File: src/rtl/hz_pkg.sv
// Shared definitions for the pipeline hazard/stall controller: controller states,
// register-index width and the register-match helper used by load-use detection.
package hz_pkg;

   localparam int REG_W = 5;
   localparam logic [REG_W-1:0] REG_ZERO = '0;

   typedef enum logic [1:0] {
      IDLE    = 2'b00,
      MD_BUSY = 2'b01
   } hz_state_e;

   // True when an issue-stage source is actually read and names the given register.
   function automatic logic src_hit(input logic used,
                                    input logic [REG_W-1:0] src,
                                    input logic [REG_W-1:0] dst);
      return used & (src == dst);
   endfunction

endpackage

File: src/rtl/md_occ_counter.sv
// Mul/div occupancy counter: loads the remaining-cycle count at start and
// counts down to zero, never wrapping.
module md_occ_counter #(
   parameter int CNT_W = 6
) (
   input  logic             clk,
   input  logic             rst_n,
   input  logic             load,
   input  logic [CNT_W-1:0] load_val,
   input  logic             dec,
   output logic [CNT_W-1:0] cnt,
   output logic             zero
);

   always_ff @(posedge clk or negedge rst_n) begin
      if (!rst_n) begin
         cnt <= '0;
      end else if (load) begin
         cnt <= load_val;
      end else if (dec && (cnt != '0)) begin
         cnt <= cnt - CNT_W'(1);
      end
   end

   assign zero = (cnt == '0);

endmodule

File: src/rtl/hazard_stall_ctrl.sv
// Pipeline stall/flush sequencing: load-use bubbles, taken-branch squash, and
// ownership of the iterative multiply/divide unit with HI/LO interlock.
module hazard_stall_ctrl #(
   parameter int MD_CYCLES = 32,
   parameter int CNT_W     = 6
) (
   input  logic             clk,
   input  logic             rst_n,
   input  logic             ld_ex_hz_i,
   input  logic [4:0]       rt_ex_hz_i,
   input  logic [4:0]       rs_iss_hz_i,
   input  logic [4:0]       rt_iss_hz_i,
   input  logic             rs_used_iss_hz_i,
   input  logic             rt_used_iss_hz_i,
   input  logic             br_taken_ex_hz_i,
   input  logic             md_start_iss_hz_i,
   input  logic             md_rd_iss_hz_i,
   output logic             stall_fetch_hz_o,
   output logic             stall_iss_hz_o,
   output logic             flush_iss_hz_o,
   output logic             flush_ex_hz_o,
   output logic             md_start_hz_o,
   output logic             md_done_hz_o,
   output logic             md_busy_hz_o,
   output logic [CNT_W-1:0] md_cnt_hz_o
);

   import hz_pkg::*;

   localparam logic [CNT_W-1:0] MD_LOAD = CNT_W'(MD_CYCLES - 1);

   if ((MD_CYCLES < 2) || ((MD_CYCLES - 1) >= (1 << CNT_W))) begin : g_bad_params
      $error("hazard_stall_ctrl: MD_CYCLES must be >= 2 and MD_CYCLES-1 must fit in CNT_W bits");
   end

   hz_state_e        state_q;
   hz_state_e        state_d;
   logic             luse;
   logic             br;
   logic             md_active;
   logic             interlock;
   logic             stall;
   logic             md_start;
   logic             md_done;
   logic             cnt_zero;
   logic [CNT_W-1:0] cnt;

   assign br = br_taken_ex_hz_i;

   assign luse = ld_ex_hz_i && (rt_ex_hz_i != REG_ZERO) &&
                 (src_hit(rs_used_iss_hz_i, rs_iss_hz_i, rt_ex_hz_i) ||
                  src_hit(rt_used_iss_hz_i, rt_iss_hz_i, rt_ex_hz_i));

   assign md_active = (state_q == MD_BUSY);

   // HI/LO consumers and a second mult/div wait out the busy unit, done cycle included.
   assign interlock = md_active && (md_rd_iss_hz_i || md_start_iss_hz_i);

   // A taken branch squashes the issue slot, so nothing there may stall or start.
   assign stall    = (luse || interlock) && !br;
   assign md_start = (state_q == IDLE) && md_start_iss_hz_i && !luse && !br;
   assign md_done  = md_active && cnt_zero;

   md_occ_counter #(
      .CNT_W(CNT_W)
   ) u_md_occ_counter (
      .clk      (clk),
      .rst_n    (rst_n),
      .load     (md_start),
      .load_val (MD_LOAD),
      .dec      (md_active),
      .cnt      (cnt),
      .zero     (cnt_zero)
   );

   always_ff @(posedge clk or negedge rst_n) begin
      if (!rst_n) begin
         state_q <= IDLE;
      end else begin
         state_q <= state_d;
      end
   end

   always_comb begin
      state_d = state_q;
      case (state_q)
         IDLE: begin
            if (md_start) begin
               state_d = MD_BUSY;
            end
         end
         MD_BUSY: begin
            if (cnt_zero) begin
               state_d = IDLE;
            end
         end
         default: begin
            state_d = IDLE;
         end
      endcase
   end

   // Outputs are forced low while reset is held, even with live issue/EX inputs.
   assign stall_fetch_hz_o = rst_n && stall;
   assign stall_iss_hz_o   = rst_n && stall;
   assign flush_ex_hz_o    = rst_n && stall;
   assign flush_iss_hz_o   = rst_n && br;
   assign md_start_hz_o    = rst_n && md_start;
   assign md_done_hz_o     = rst_n && md_done;
   assign md_busy_hz_o     = rst_n && md_active;
   assign md_cnt_hz_o      = cnt;

endmodule

File: config.mk
export PLATFORM = sky130hd
export DESIGN_NAME = hazard_stall_ctrl
export DESIGN_NICKNAME = d
export VERILOG_FILES = /design/src/rtl/hz_pkg.sv /design/src/rtl/md_occ_counter.sv /design/src/rtl/hazard_stall_ctrl.sv
export SDC_FILE = /design/constraint.sdc
export NUM_CORES = 1
export LEC_CHECK = 0
export BUFFER_PORTS_ARGS = -buffer_cell sky130_fd_sc_hd__buf_2
export CAP_MARGIN = 20
export CELL_PAD_IN_SITES_DETAIL_PLACEMENT = 1
export CELL_PAD_IN_SITES_GLOBAL_PLACEMENT = 2
export CORE_UTILIZATION = 23
export CTS_CLUSTER_DIAMETER = 150
export DETAILED_ROUTE_END_ITERATION = 8
export PLACE_DENSITY = 0.82
export SLEW_MARGIN = 25
export SYNTH_ARGS = -nofsm -noshare
export SYNTH_HDL_FRONTEND = slang
export SYNTH_SLANG_ARGS = --single-unit
File: constraint.sdc
create_clock -name clk -period 3.05 [get_ports clk]
set_clock_uncertainty 0.05 [all_clocks]
set_input_delay 0.305 -clock clk [delete_from_list [all_inputs] [get_ports clk]]
set_output_delay 0.305 -clock clk [all_outputs]
set_load 0.005 [all_outputs]
# After elaboration in Yosys (flattened, before gate mapping)
# Index checks and enable logic that the tools add are counted.
[classes] eq_ne=5 n_bitwise=2 n_div=0 n_addsub=1 n_mux=5 reduce_logical=25 order_cmp=0 n_shift=0 multipliers=0
[ops] cell="$logic_and 1x1->1" count=14
[ops] cell="$mux 6" count=2
[ops] cell="$eq 5x5->1" count=2
[ops] cell="$logic_not 6->1" count=1
[ops] cell="$reduce_bool 6->1" count=1
[ops] cell="$sub 6x1->6 const B" count=1
[ops] cell="$reduce_bool 5->1" count=1
[ops] cell="$mux 2" count=2
[ops] cell="$pmux 2 s2" count=1
[ops] cell="$logic_or 1x1->1" count=3
[ops] cell="$and 1x1->1" count=2
[ops] cell="$eq 2x1->1 const B" count=1
[ops] cell="$logic_not 1->1" count=2
[ops] cell="$logic_not 2->1" count=1
[ops] cell="$ne 2x1->1 const B" count=1
[ops] cell="$ne 2x2->1 const B" count=1
[ops] cell="$reduce_and 2->1" count=1
[ops] cell="$reduce_bool 2->1" count=1
[totals] output_inout_bits=13 rom_bits=0 mem_bits_rw=0 latchBits=0 regBits=8 in_bits=23 memories=0 word_cells=40

# Logic depth before layout (Yosys ltp)
[logic_depth] word_depth=9 depth_mapped=7 mapped_depth_nobuf=7

# Cells and area by module
# From an unflattened synthesis, not the netlist that was laid out.
[hier_totals] hier_cells=81 area_unflattened_um2=668.1
[by_module_without_submodules] module="md_occ_counter" area_each_um2=395.4 cells_per_inst=44 instances=1 seq_area_each_um2=150.1
[by_module_without_submodules] module="hazard_stall_ctrl" area_each_um2=272.8 cells_per_inst=37 instances=1 seq_area_each_um2=25.0

# Worst setup path before layout
# No wires, ideal clock.
[synth_timing] kind="register to output" startpoint="register u_md_occ_counter.cnt[2]" endpoint="output port md_done_hz_o" setup_slack_ns=1.341 n_path_buf=0 path_stages_with_launch=4 arrival_time_ns=1.354 required_time_ns=2.695 path_cell_list="dfrtp_1 > or4_4 > or2_2 > nor2_1"
[synth_via] elab_chain_cells=3
[synth_lines] element="start, declared" line="md_occ_counter.sv:11" rtl="output logic [CNT_W-1:0] cnt,"
[synth_lines] element="start signal, assigned" line="md_occ_counter.sv:19" rtl="cnt <= load_val;"
[synth_lines] element="start signal, assigned" line="md_occ_counter.sv:21" rtl="cnt <= cnt - CNT_W'(1);"
[synth_lines] element="$logic_not 6->1" line="md_occ_counter.sv:25" rtl="assign zero = (cnt == '0);"
[synth_lines] element="$logic_and 1x1->1" line="hazard_stall_ctrl.sv:62" rtl="assign md_done = md_active && cnt_zero;"
[synth_lines] element="$logic_and 1x1->1" line="hazard_stall_ctrl.sv:109" rtl="assign md_done_hz_o = rst_n && md_done;"
[synth_lines] element="end, declared" line="hazard_stall_ctrl.sv:23" rtl="output logic md_done_hz_o,"
# No other way between the ends.

# Final worst setup path
# Same ends and word-level chain as after synthesis.

==> summary.md <==
| Metric | Value |
|---|---|
| FMAX | `around 0.48 GHz` |
| Clk buf depth | `2` |
| Pre-Repair DR Iteration Count | `1` |
| Post_cts resized | `0` |
| Sw frac | `39.83%` |
| Power Density | `645.0 nW/um^2` |
| Top Ports | `36` |
| Initial Utilization | `around a quarter` |
| Syn Area/Cell | `~8.6 um^2` |
| Number of global-route vias before repair | `597` |
| Multi-input gate area | `369.1 um^2` |
| Layout cells sized above 1 | `41.90%` |
| Worst-margin pin slew | `0.3294 ns` |
| Gr usage total | `between 10% and 20%` |
| Clock network power share | `~17%` |
| Most frequent cells in the layout | `35 x buf_2, 13 x xnor2_1, 13 x nand2_1` |
| Port bufs | `35` |
| Root buf cell | `clkbuf_4` |
| Commonest non-fill, non-tap cell in the layout | `buf_2` |
| Gpl congestion | `roughly 0.73` |
| DR top layer | `met4` |
| Die width | `a little over 50 um` |
| Tcrit/Tclk final | `68.90%` |
| FF/Latch Area | `175.2 um^2` |
| Vias per inst | `4.534` |
| Area leader, netlist | `dfrtp_1` |
| Final TNS setup | `0 ns` |
| DRC | `0` |
| CTS Hold Bufs | `1` |
| Crit path launch type | `register` |
| Worst skew pair latency | `0.26 ns` |
| CTS tree | `yes` |
| Final Max Slew Viols | `0` |
| Area grow syn2layout | `40.30%` |
| Sequential share of power | `a little over a third` |
| Core Area | `around 2300 um^2` |
| Cell count after synthesis | `67` |
| Metal2 WL | `slightly above 700 um` |
| Number of flops mapped to enable cells by yosys | `0` |
| Final WL | `1510 um` |
| Worst-path clk slew | `0.06 ns` |
| Worst setup EP type | `output pin` |
| Synth Cell Area | `about 570 um^2` |
| First-pass GRT wire length | `~2400 um` |
| Critical path class | `register to output pin` |
| Multiplexer share of the synthesized area | `0%` |
| Row count | `17` |
| Post-synthesis compound-gate area fraction | `approximately a tenth` |
| Largest net degree at the start of global routing | `12` |
| Hold_ws | `0.3709 ns` |
| Net switching power | `0.2070 mW` |
| Via count | `603` |
| Ranking of synthesized cells by area | `dfrtp_1 31%, xnor2_1 20%, nand2_1 8.5%` |
| Largest family of logic cells by synthesized area | `simple AND/OR/NAND/NOR gates` |
| Async SR Flop Fraction | `100.0%` |
| Seq cells post-synth | `7` |
| 1st-iter DRT viols | `0` |
| Simple-gate share of the synthesized area | `about 28%` |
| Avg WL per Cell | `between 10 and 15 um` |
| Clock sinks | `7` |
| Max Cap Viol | `0` |
| Mapped Nets | `92` |
| Num CTS Buffers | `3` |
| Final Hold Fails | `0` |
| Wl on met1 | `approximately 600 um` |
| Crit. Startpoint | `u_md_occ_counter.cnt[2]` |
| Critical path peak fanout | `5` |
| Post-route ant nets | `0` |
| Final setup fails | `0` |
| Crit path DAT | `1.75 ns` |
| Minimum clock period | `between 2 and 2.5 ns` |
| XOR/XNOR share of the synthesized area | `22.88%` |
| Top_reg_cell synth | `dfrtp_1` |
| Sequential element share of the synthesized area | `around 30%` |
| Initial antenna violation count | `0` |
| Internal Pwr Total | `0.3127 mW` |
| Grt total ovfl | `0` |
| Status | `finished clean` |
| DIE AREA | `between 2000 and 3000 um^2` |
| Die H | `51.97 um` |
| Synth warn | `0` |
| Post-Synth Adder-Cell Area | `under 10%` |
| DP Wirelength | `between 1000 and 1500 um` |
| Post-CTS setup buffers | `0` |
| Peak VDD IR | `around 0.00028 V` |
| Met3 Wirelength | `between 150 and 200 um` |
| Fillers | `297` |
| Synth cell types | `26` |
| Slew margin rel. | `between 70 and 80%` |
| Total power | `0.5197 mW` |
| N_diodes | `0` |
| Combinational Power Share | `~47%` |
| R2r startpoint | `u_md_occ_counter.cnt[2]` |
| WP data required | `2.69 ns` |
| Leakage Power | `about 0.39 nW` |
| Worst hold path type | `input pin to async pin` |
| RSZ-0062 raised after global routing | `false` |
| Post-layout net count | `about 130` |
| CTS H-tree lvls | `1` |
| Share of the synthesized area in the top cell type | `between 30% and 40%` |
flip-flops by register name, indices dropped and copies added, names as in the netlist:
register              cells
u_md_occ_counter.cnt      6
state_q                   1
power groups by stage:
stage	Sequential (mW)	Combinational (mW)	Clock (mW)
6_report	0.186	0.245	0.0887
4_1_cts	0.188	0.250	0.0933
3_5_place_dp	0.189	0.247	0
2_1_floorplan	0.181	0.162	0
3_3_place_gp	0.187	0.241	0
5_1_grt	0.196	0.282	0.101
final timing paths:
path                       cells after the start                 endpoint  slack (ns)
max                                            4             md_done_hz_o        0.95
min reg2reg                                    2               state_q[0]        0.52
max reg2reg                                    5  u_md_occ_counter.cnt[3]        1.29
max in group asynchronous                      2  u_md_occ_counter.cnt[5]        2.38
min in group clk                               4  u_md_occ_counter.cnt[0]        0.49
min                                            2  u_md_occ_counter.cnt[0]        0.37
routing by layer:
layer,GRT usage [%],vias up
met5,0,-
met4,8.108,0
met3,4.386,3
met2,21.37,31
met1,12.77,277
li1,-,292
stage by stage:
step	instance area [um^2]	util [%]	instances	setup slack (ns)
after detailed placement	769.5	33.81	128	1.198
after CTS	805.8	35.40	133	0.9206
after global placement	769.5	33.81	128	1.223
after floorplan	574.3	-	67	1.341
final	805.8	35.40	133	0.9487
after global routing	805.8	35.40	133	0.8646
layout make-up:
class	count	share of cell area [%]
sequential	7	21.74
tap	28	4.348
inverter	4	1.863
clock buffer	4	3.261
multi-input combinational	54	45.81
timing repair buffer	36	22.98
synthesized netlist by cell type, types with 2 or more instances:
master,count
nand2_1,13
xnor2_1,13
dfrtp_1,7
inv_1,4
nor2_1,3
and2_1,2
buf_4,2
ha_1,2
nand4_1,2
o21ai_0,2
xor2_1,2
worst max-delay path: stages, from the launching register on:
cell,delay (ns)
dfrtp_1,0.43
or4_4,0.56
or2_2,0.30
nor2_1,0.08
buf_2,0.11
cell families (layout without fill, tap and decap cells):
kind of cell	count (synthesis)	count (layout)
XOR/XNOR	15	15
buffers and inverters	6	44
AND/OR/NAND/NOR	30	30
AO/OA/AOI/OAI	7	7
adder cells (fa/ha/maj)	2	2
flip-flops	7	7
(Power assumes the default switching activity.)
